**src/rtl/pc_fetch_pkg.sv**
```systemverilog
// Shared types and constants for the fetch stage: FSM state encoding,
// EBREAK encoding and the sequential PC step.
package pc_fetch_pkg;

  typedef enum logic [1:0] {
    BOOT = 2'd0,
    RUN  = 2'd1,
    HALT = 2'd2
  } fetch_state_t;

  localparam logic [31:0] EBREAK_INSTR = 32'h0010_0073;
  localparam int unsigned PC_INCR      = 4;

endpackage

```
**src/rtl/pc_fetch_if.sv**
```systemverilog
// Fetch-stage bus: instruction-memory request/response plus the IF/ID payload
// handed to decode. master = fetch stage, slave = memory/decode side.
interface pc_fetch_if #(
  parameter int ADDRESS_WIDTH = 32
);

  logic [ADDRESS_WIDTH-1:0] imem_addr;
  logic [ADDRESS_WIDTH-1:0] imem_instr;
  logic [ADDRESS_WIDTH-1:0] id_instr;
  logic [ADDRESS_WIDTH-1:0] id_pc;
  logic [ADDRESS_WIDTH-1:0] id_pc_plus4;
  logic                     id_valid;

  modport master (
    output imem_addr,
    input  imem_instr,
    output id_instr,
    output id_pc,
    output id_pc_plus4,
    output id_valid
  );

  modport slave (
    input  imem_addr,
    output imem_instr,
    input  id_instr,
    input  id_pc,
    input  id_pc_plus4,
    input  id_valid
  );

endinterface

```
**src/rtl/pc_fetch_if_id_reg.sv**
```systemverilog
// IF/ID pipeline register: one-cycle capture of the fetched word; flush beats
// stall (valid cleared, payload held), stall holds payload and valid.
module if_id_reg #(
  parameter int ADDRESS_WIDTH = 32
) (
  input  logic                     clk,
  input  logic                     rst,
  input  logic                     stall,
  input  logic                     flush,
  input  logic [ADDRESS_WIDTH-1:0] instr_d,
  input  logic [ADDRESS_WIDTH-1:0] pc_d,
  input  logic [ADDRESS_WIDTH-1:0] pc_plus4_d,
  output logic [ADDRESS_WIDTH-1:0] instr_q,
  output logic [ADDRESS_WIDTH-1:0] pc_q,
  output logic [ADDRESS_WIDTH-1:0] pc_plus4_q,
  output logic                     valid_q
);

  always_ff @(posedge clk or posedge rst) begin
    if (rst) begin
      instr_q    <= '0;
      pc_q       <= '0;
      pc_plus4_q <= '0;
      valid_q    <= 1'b0;
    end else if (flush) begin
      valid_q <= 1'b0;
    end else if (!stall) begin
      instr_q    <= instr_d;
      pc_q       <= pc_d;
      pc_plus4_q <= pc_plus4_d;
      valid_q    <= 1'b1;
    end
  end

endmodule

```
**src/rtl/pc_fetch.sv**
```systemverilog
// PC register and BOOT/RUN/HALT control for instruction fetch; one-cycle fetch
// latency, stall holds PC and IF/ID. Optional PC_FETCH_MISALIGN_CHECK_EN.
import pc_fetch_pkg::*;

module pc_fetch #(
  parameter int                       ADDRESS_WIDTH = 32,
  parameter logic [ADDRESS_WIDTH-1:0] RESET_PC      = ADDRESS_WIDTH'(32'h0000_0000)
) (
  input  logic                     clk,
  input  logic                     rst,
  input  logic                     stall,
  input  logic                     flush,
  input  logic                     redirect,
  input  logic [ADDRESS_WIDTH-1:0] redirect_pc,
  pc_fetch_if.master               bus,
  output logic                     halted,
  output logic                     misalign_err
);

  localparam logic [ADDRESS_WIDTH-1:0] INCR       = ADDRESS_WIDTH'(PC_INCR);
  localparam logic [ADDRESS_WIDTH-1:0] EBREAK     = ADDRESS_WIDTH'(EBREAK_INSTR);
  localparam logic [ADDRESS_WIDTH-1:0] ALIGN_MASK = ~ADDRESS_WIDTH'(3);

  fetch_state_t             state;
  logic [ADDRESS_WIDTH-1:0] pc;
  logic [ADDRESS_WIDTH-1:0] pc_plus4;
  logic                     redir_act;
  logic                     redir_bad;
  logic                     capture;
  logic                     ifid_flush;
  logic                     ifid_stall;

  assign pc_plus4  = pc + INCR;
  assign redir_act = redirect && (state != BOOT);

`ifdef PC_FETCH_MISALIGN_CHECK_EN
  logic err_q;

  assign redir_bad    = redir_act && (redirect_pc[1:0] != 2'b00);
  assign misalign_err = err_q;

  always_ff @(posedge clk or posedge rst) begin
    if (rst) begin
      err_q <= 1'b0;
    end else if (redir_bad) begin
      err_q <= 1'b1;
    end
  end
`else
  assign redir_bad    = 1'b0;
  assign misalign_err = 1'b0;
`endif

  // A capture happens only on a clean RUN cycle; everything else either holds
  // IF/ID (BOOT, stall) or invalidates it (redirect, flush, HALT).
  assign capture    = (state == RUN) && !redirect && !flush && !stall;
  assign ifid_flush = redir_act || ((state == RUN) && flush) || (state == HALT);
  assign ifid_stall = !capture;

  assign bus.imem_addr = pc;
  assign halted        = (state == HALT);

  always_ff @(posedge clk or posedge rst) begin
    if (rst) begin
      state <= BOOT;
      pc    <= RESET_PC;
    end else begin
      case (state)
        BOOT: state <= RUN;
        RUN: begin
          if (redir_bad) begin
            state <= HALT;
          end else if (redirect) begin
            pc <= redirect_pc & ALIGN_MASK;
          end else if (!stall) begin
            pc <= pc_plus4;
            if (!flush && (bus.imem_instr == EBREAK)) begin
              state <= HALT;
            end
          end
        end
        HALT: begin
          if (redirect && !redir_bad) begin
            pc    <= redirect_pc & ALIGN_MASK;
            state <= RUN;
          end
        end
        default: state <= BOOT;
      endcase
    end
  end

  if_id_reg #(
    .ADDRESS_WIDTH (ADDRESS_WIDTH)
  ) u_if_id_reg (
    .clk        (clk),
    .rst        (rst),
    .stall      (ifid_stall),
    .flush      (ifid_flush),
    .instr_d    (bus.imem_instr),
    .pc_d       (pc),
    .pc_plus4_d (pc_plus4),
    .instr_q    (bus.id_instr),
    .pc_q       (bus.id_pc),
    .pc_plus4_q (bus.id_pc_plus4),
    .valid_q    (bus.id_valid)
  );

endmodule

```
**src/flat_wrapper.sv**
```systemverilog
// flat-port wrapper written by rule: the top's interface ports become plain ports
module pc_fetch_flat 
#(
  parameter int                       ADDRESS_WIDTH = 32,
  parameter logic [ADDRESS_WIDTH-1:0] RESET_PC      = ADDRESS_WIDTH'(32'h0000_0000)
)
  (clk, rst, stall, flush, redirect, redirect_pc, halted, misalign_err, bus_imem_addr, bus_imem_instr, bus_id_instr, bus_id_pc, bus_id_pc_plus4, bus_id_valid);
  pc_fetch_if #(.ADDRESS_WIDTH(ADDRESS_WIDTH)) bus_i ();
  input  logic clk;
  input  logic rst;
  input  logic stall;
  input  logic flush;
  input  logic redirect;
  input  logic [ADDRESS_WIDTH-1:0] redirect_pc;
  output logic halted;
  output logic misalign_err;
  output wire logic [$bits(bus_i.imem_addr)-1:0] bus_imem_addr;
  input wire logic [$bits(bus_i.imem_instr)-1:0] bus_imem_instr;
  output wire logic [$bits(bus_i.id_instr)-1:0] bus_id_instr;
  output wire logic [$bits(bus_i.id_pc)-1:0] bus_id_pc;
  output wire logic [$bits(bus_i.id_pc_plus4)-1:0] bus_id_pc_plus4;
  output wire logic [$bits(bus_i.id_valid)-1:0] bus_id_valid;
  assign bus_imem_addr = bus_i.imem_addr;
  assign bus_i.imem_instr = bus_imem_instr;
  assign bus_id_instr = bus_i.id_instr;
  assign bus_id_pc = bus_i.id_pc;
  assign bus_id_pc_plus4 = bus_i.id_pc_plus4;
  assign bus_id_valid = bus_i.id_valid;
  pc_fetch #(.ADDRESS_WIDTH(ADDRESS_WIDTH), .RESET_PC(RESET_PC)) u_core (.clk(clk), .rst(rst), .stall(stall), .flush(flush), .redirect(redirect), .redirect_pc(redirect_pc), .bus(bus_i), .halted(halted), .misalign_err(misalign_err));
endmodule
```
**config.mk**
```make
export PLATFORM = sky130hd
export DESIGN_NAME = pc_fetch_flat
export DESIGN_NICKNAME = d
export VERILOG_FILES = /design/src/rtl/pc_fetch_pkg.sv /design/src/rtl/pc_fetch_if.sv /design/src/rtl/pc_fetch_if_id_reg.sv /design/src/rtl/pc_fetch.sv /design/src/flat_wrapper.sv
export SDC_FILE = /design/constraint.sdc
export NUM_CORES = 1
export LEC_CHECK = 0
export ABC_CLOCK_PERIOD_IN_PS = 2900
export CORE_ASPECT_RATIO = 1.2
export CORE_MARGIN = 5
export CORE_UTILIZATION = 42
export CTS_CLUSTER_DIAMETER = 80
export CTS_CLUSTER_SIZE = 24
export DETAILED_ROUTE_END_ITERATION = 6
export PLACE_DENSITY = 0.86
export SYNTH_ARGS = -nofsm -noshare
export SYNTH_HDL_FRONTEND = slang
export SYNTH_HIERARCHICAL = 1
export SYNTH_SLANG_ARGS = --single-unit
```
**constraint.sdc**
```tcl
create_clock -name clk -period 2.9 [get_ports clk]
set_input_delay 0.58 -clock clk [delete_from_list [all_inputs] [get_ports clk]]
set_output_delay 0.58 -clock clk [all_outputs]
set_load 0.01 [all_outputs]
```
==> results.py, run 1 <==
metrics = {
    "route": {
        "drcViolationCount": 0,
        "totalWireLength_microns": 18490,
        "num_vias": 5120,
        "drt_pass1_iterations": 4,
        "routed_via_density": 5.378,
        "route.met3.wl_microns": 1575,
        "postRouteAntennaNets": 0,
        "routedLengthMet1_microns": 7179,
        "highest_layer": "met4",
        "wl_met2_microns": 9446,
        "wire_per_inst_microns": 19.42,
        "drt_iter0_drc": 292,
    },
    "cts": {
        "cts_root_buf": "clkbuf_16",
        "post_cts.repair.setup_buffers": 0,
        "clk_pin_slew_ns": 0.06,
        "clock_path_buffers": 2,
        "numCtsBuffers": 17,
        "htree_levels": 4,
        "cts_tree": "done",
        "clk_latency_ns": 0.42,
        "cts_resized": 0,
        "cts_sinks": 129,
        "postCtsHoldBufs": 0,
    },
    "worst_hold_path": {
        "hold_path_depth": 1,
        "hold_class": "flip-flop to flip-flop",
    },
    "yosys": {
        "synthFlopType": "dfrtp_1",
        "synthXorXnorAreaFrac": 0.03896,
        "synth_edf_count": 0,
        "synth.cell_area_sq_um": 6295,
        "post_synth_fa_ha_maj_area_fraction": 0.007951,
        "synthSimpleGateAreaFrac": 0.1004,
        "synthCells": 525,
        "syn_avg_cell_area_sq_um": 11.99,
        "yosys_warnings": 6,
        "synth-async-reset-ratio": 1.000,
        "synth_cell_type_count": 51,
        "synth_area_leaders": "dfrtp_1, mux2_2, mux2_4",
        "ys_ff_latch": 129,
        "synth_common_cells": "dfrtp_1, mux2_2, mux2_4",
        "synth_top_cell_by_area": "dfrtp_1",
        "synth_top_area_frac": 0.5128,
        "ys_seq_area_frac": 0.5128,
        "synthMostInstantiatedCell": "dfrtp_1",
        "synth_top_family_by_area": "multiplexers",
        "muxShareOfSynthArea": 0.1956,
        "synth-compound-area-share": 0.1002,
    },
    "worst_setup_path": {
        "critPathRequiredTime_ns": 3.20,
        "worst_ep_arrival_time_ns": 2.85,
        "worstPathMaxFanout": 6,
        "path_class": "flip-flop to flip-flop",
        "critPathCaptureType": "flip-flop",
        "cp-start-kind": "flip-flop",
        "worst-r2r-cell-count": 6,
    },
    "layout": {
        "syn_to_final_growth_pct": 47.03,
        "antenna_cells": 0,
        "nNetsFinal": 809,
        "drive_gt1_frac": 0.2246,
        "final_cells": 952,
        "multiInputGateArea_sq_um": 2821,
        "fill_cells": 1158,
        "ff_latch_area_sq_um": 3228,
    },
    "power": {
        "peakVddDrop_mv": 0.4245,
        "p_per_area_nw_per_um2": 780.0,
        "p_total_mw": 7.219,
        "power.leakage_nw": 3.828,
    },
    "global_route": {
        "antenna_found_initial": 0,
        "grt_use_total": 0.2121,
        "grt_pass1_vias": 5439,
        "grt_first_pass_wirelength_microns": 28810,
        "grt_max_degree": 63,
        "grt-ovfl-total": 0,
    },
    "sta": {
        "tns_ns": 0,
        "slew_viol_final": 0,
        "fin_crit_sh": 0.8773,
        "rsz0062_at_grt": "no",
        "fmax_mhz": 393.0,
        "tightest_slew_ns": 0.5478,
        "max_slew_margin": 0.6314,
        "hold_violations": 0,
        "fin_crit_ns": 2.544,
        "setup_violations": 0,
        "skew_ns": 0.007548,
        "fin_ws_ns": 0.3557,
    },
    "placed_design": {
        "dp_cells": 921,
        "place_ws_ns": 0.1846,
        "dp_hpwl_microns": 13140,
        "io_buffers": 194,
        "gp_congestion": 0.7678,
    },
    "run_status": {
        "status": "complete, no violations",
    },
    "floorplanning": {
        "die_w_microns": 121.8,
        "rows": 49,
        "io_pins": 200,
        "fp.dieH_microns": 144.1,
        "initial_utilization": 0.4243,
        "placeableCoreArea_sq_um": 14840,
        "dieArea_sq_um": 17550,
    },
    "job": {
        "cap_viol_max_count": 0,
    },
}
## metrics by stage
step | instance area (sq um) | hold WS (ns) | utilization
2_1_floorplan | 6321 | 0.4864 | -
3_3_place_gp | 8594 | 0.4885 | 0.5793
3_5_place_dp | 8594 | 0.4922 | 0.5793
4_1_cts | 9255 | 0.5078 | 0.6238
5_1_grt | 9255 | 0.5145 | 0.6238
6_report | 9255 | 0.5036 | 0.6238
## layer usage
| layer | GRT usage | vias to the layer above |
|---|---|---|
| met5 | 0 | - |
| met4 | 0.07434 | 0 |
| met3 | 0.06299 | 26 |
| met2 | 0.3719 | 245 |
| met1 | 0.2476 | 2530 |
| li1 | - | 2319 |
## cells in the final DEF (no fill, tap or decap), types with 7 or more instances in the layout
cell             count
clkdlybuf4s50_1    194
dfrtp_1            129
mux2_2              56
mux2_4              40
nand2_1             35
a21oi_1             27
buf_4               23
nor2_1              19
clkbuf_16           17
inv_1               17
nand3_1             15
xnor2_1             15
xor2_1              13
o22ai_1             10
nor4_1              10
o21ai_0              9
o22a_1               9
nand4_1              8
a32oi_1              8
o21a_1               7
nor3_1               7
conb_1               7
## where the power goes
part	total (mW)	switching, mW	internal, mW	leakage [nW]
logic	2.25	0.837	1.41	1.98
registers	2.58	0.311	2.27	1.53
clock network	2.39	0.785	1.61	0.321
total	7.22	1.93	5.29	3.83
## flip-flops by register name, indices dropped and copies added, names as in the netlist
name	cells
u_core/u_if_id_reg/pc_q	32
u_core/state	2
u_core/u_if_id_reg/valid_q	1
u_core/u_if_id_reg/instr_q	32
u_core/u_if_id_reg/pc_plus4_q	32
u_core/bus.imem_addr	30
## worst paths after layout
path / slack [ns] / startpoint / to
max: 0.36 / u_core/bus.imem_addr[3]$_DFFE_PP0P_ / u_core/u_if_id_reg/pc_plus4_q[26]$_DFFE_PP0P_
min: 0.50 / u_core/u_if_id_reg/pc_q[4]$_DFFE_PP0P_ / u_core/u_if_id_reg/pc_q[4]$_DFFE_PP0P_
max reg2reg: 0.36 / u_core/bus.imem_addr[3]$_DFFE_PP0P_ / u_core/u_if_id_reg/pc_plus4_q[26]$_DFFE_PP0P_
min reg2reg: 0.50 / u_core/u_if_id_reg/pc_q[4]$_DFFE_PP0P_ / u_core/u_if_id_reg/pc_q[4]$_DFFE_PP0P_
max in group asynchronous: 1.86 / rst / u_core/u_if_id_reg/pc_plus4_q[10]$_DFFE_PP0P_
min in group asynchronous: 0.63 / rst / u_core/u_if_id_reg/instr_q[13]$_DFFE_PP0P_
## cell type report
class,instances,share of cell area
timing repair buffer,222,0.2393
clock buffer,21,0.05191
inverter,19,0.008111
clock inverter,10,0.01947
multi-input combinational,347,0.3049
sequential,129,0.3488
tap,204,0.02758
## kinds of logic (layout without fill, tap and decap cells)
| family | Yosys count | after routing |
|---|---|---|
| compound gates | 93 | 93 |
| xor+xnor | 28 | 28 |
| fa+ha+maj | 4 | 4 |
| buf+inv | 55 | 272 |
| flops | 129 | 129 |
| mux | 96 | 96 |
| other cells | 1 | 7 |
| simple gates | 119 | 119 |
## critical path: stages, from the launching register on
cell	delay [ns]
dfrtp_1	0.45
ha_1	0.33
nand4_1	0.20
or4_1	0.58
nor3_1	0.46
xor2_1	0.12
mux2_2	0.29
No activity file was read; power rests on OpenSTA's default activity.
==> run 2, diff against run 1 <==
--- a/config.mk
+++ b/config.mk
@@ -13,6 +13,7 @@
 export CTS_CLUSTER_SIZE = 24
 export DETAILED_ROUTE_END_ITERATION = 6
 export PLACE_DENSITY = 0.86
+export SETUP_SLACK_MARGIN = 0.5
 export SYNTH_ARGS = -nofsm -noshare
 export SYNTH_HDL_FRONTEND = slang
 export SYNTH_HIERARCHICAL = 1
==> run 2 against run 1 <==
Effect of this change:
- combinational power about the same
- die area unchanged
- design area decreased by 0.12%
- non-clock buffer count increased by 5
- worst hold slack got worse by 0.0017 ns
- clock power decreased by 18%
- clock skew decreased by 0.0017 ns
- largest power group unchanged
==> results.py, run 2 (synthesis gave the netlist of run 1 again) <==
metrics = {
    "run_status": {
        "status": "complete, no violations",
    },
    "layout": {
        "final_cells": 957,
        "syn_to_final_growth_pct": 46.85,
        "final_common_cell": "clkdlybuf4s50_1",
        "drive_gt1_frac": 0.2377,
        "top_regs": "u_core/u_if_id_reg/instr_q (32), u_core/u_if_id_reg/pc_plus4_q (32), u_core/u_if_id_reg/pc_q (32)",
        "design_area_sq_um": 9244,
        "nNetsFinal": 814,
        "final_cell_mix": "clkdlybuf4s50_1, dfrtp_1, mux2_2",
        "antenna_cells": 0,
        "final_util": 0.6230,
    },
    "floorplanning": {
        "die_w_microns": 121.8,
        "initial_utilization": 0.4243,
        "fp.dieH_microns": 144.1,
        "rows": 49,
        "dieArea_sq_um": 17550,
        "io_pins": 200,
        "placeableCoreArea_sq_um": 14840,
    },
    "sta": {
        "hold_violations": 0,
        "fmax_mhz": 425.6,
        "fin_crit_sh": 0.8102,
        "slew_viol_final": 0,
        "tns_ns": 0,
        "setup_violations": 0,
        "skew_ns": 0.005812,
        "fin_crit_ns": 2.349,
        "rsz0062_at_grt": "yes",
        "tightest_slew_ns": 0.6017,
        "max_slew_margin": 0.5980,
    },
    "worst_setup_path": {
        "worst_ep_arrival_time_ns": 2.65,
        "critPathCaptureType": "flip-flop",
        "critPathRequiredTime_ns": 3.20,
        "slowest_delay_ns": 0.51,
        "cp_slowest_cell": "dfrtp_1",
        "cp-start-kind": "flip-flop",
        "path_cells": "and4_1, nand3_1, nor4_2, o21ai_0, a221oi_1",
        "worstPathMaxFanout": 10,
        "path_class": "flip-flop to flip-flop",
        "worst-r2r-cell-count": 5,
    },
    "worst_hold_path": {
        "hold_path_depth": 1,
        "hold_class": "flip-flop to flip-flop",
    },
    "route": {
        "drt_pass1_iterations": 5,
        "wire_per_inst_microns": 19.71,
        "routedLengthMet1_microns": 7723,
        "num_vias": 5111,
        "postRouteAntennaNets": 0,
        "totalWireLength_microns": 18870,
        "routed_via_density": 5.341,
        "route.met3.wl_microns": 1344,
        "drcViolationCount": 0,
        "wl_met2_microns": 9576,
        "highest_layer": "met5",
        "drt_iter0_drc": 304,
    },
    "cts": {
        "clock_path_buffers": 2,
        "cts_root_buf": "clkbuf_16",
        "clk_pin_slew_ns": 0.05,
        "cts_sinks": 129,
        "cts_tree": "done",
        "clk_latency_ns": 0.42,
        "numCtsBuffers": 17,
        "htree_levels": 4,
    },
    "power": {
        "p_total_mw": 6.789,
        "power.leakage_nw": 3.840,
        "peakVddDrop_mv": 0.4734,
        "p_per_area_nw_per_um2": 734.5,
    },
    "global_route": {
        "grt_first_pass_wirelength_microns": 29380,
        "grt_pass1_vias": 5319,
        "antenna_found_initial": 1,
        "grt-ovfl-total": 0,
        "grt_max_degree": 41,
        "grt_use_total": 0.2160,
    },
    "placed_design": {
        "gp_congestion": 0.7958,
        "place_area_sq_um": 8630,
        "dp_hpwl_microns": 13500,
        "io_buffers": 194,
        "dp_cells": 924,
    },
    "job": {
        "cap_viol_max_count": 0,
    },
}
==> run 2: cell type report <==
type                       count  area, sq um
tap                          204        255.2
timing repair buffer         227         2267
inverter                      19        75.07
fill                        1195         5593
sequential                   129         3228
multi-input combinational    347         2887
clock buffer                  24        471.7
clock inverter                 7        60.06
==> run 2: critical path, delay by kind of cell, from the launching register on <==
kind | cells | cell delay (ns)
simple gates | 3 | 1.26
flops | 1 | 0.51
compound gates | 2 | 0.46
==> run 2: where the power goes <==
part | switching (mW) | internal (mW) | leakage, nW
combinational | 0.842 | 1.41 | 2.05
sequential | 0.317 | 2.27 | 1.53
clock | 0.743 | 1.21 | 0.267
==> run 2: timing repair <==
action                                  in CTS  in global routing
setup buffers                                0                  2
resized for setup                            4                 10
endpoints found under the setup margin       6                 15
pin swaps                                    0                  1
hold endpoints to repair                     0                  0
gates cloned                                 0                  0
hold buffers                                 0                  0
==> run 2: worst paths after layout <==
| path | from | endpoint | slack [ns] |
|---|---|---|---|
| min in group asynchronous | rst | u_core/state[1]$_DFFE_PP0P_ | 0.62 |
| max | u_core/bus.imem_addr[4]$_DFFE_PP0P_ | u_core/bus.imem_addr[19]$_DFFE_PP0P_ | 0.55 |
| max in group asynchronous | rst | u_core/u_if_id_reg/instr_q[23]$_DFFE_PP0P_ | 1.65 |
| max reg2reg | u_core/bus.imem_addr[4]$_DFFE_PP0P_ | u_core/bus.imem_addr[19]$_DFFE_PP0P_ | 0.55 |
| min | u_core/u_if_id_reg/pc_plus4_q[0]$_DFFE_PP0P_ | u_core/u_if_id_reg/pc_plus4_q[0]$_DFFE_PP0P_ | 0.50 |
| min reg2reg | u_core/u_if_id_reg/pc_plus4_q[0]$_DFFE_PP0P_ | u_core/u_if_id_reg/pc_plus4_q[0]$_DFFE_PP0P_ | 0.50 |
==> run 2: through the flow <==
stage                     setup slack, ns  hold WS, ns
after floorplan                    0.5192       0.4864
after global placement             0.3733       0.4875
after detailed placement           0.3579       0.4924
after CTS                          0.5054       0.5060
after global routing               0.3936       0.5196
final                              0.5505       0.5019
==> run 2: metal layers <==
metal,GRT usage,up-vias
met4,0.06372,2
met1,0.2693,2545
met3,0.06064,20
li1,-,2320
met2,0.3673,224
met5,0,-
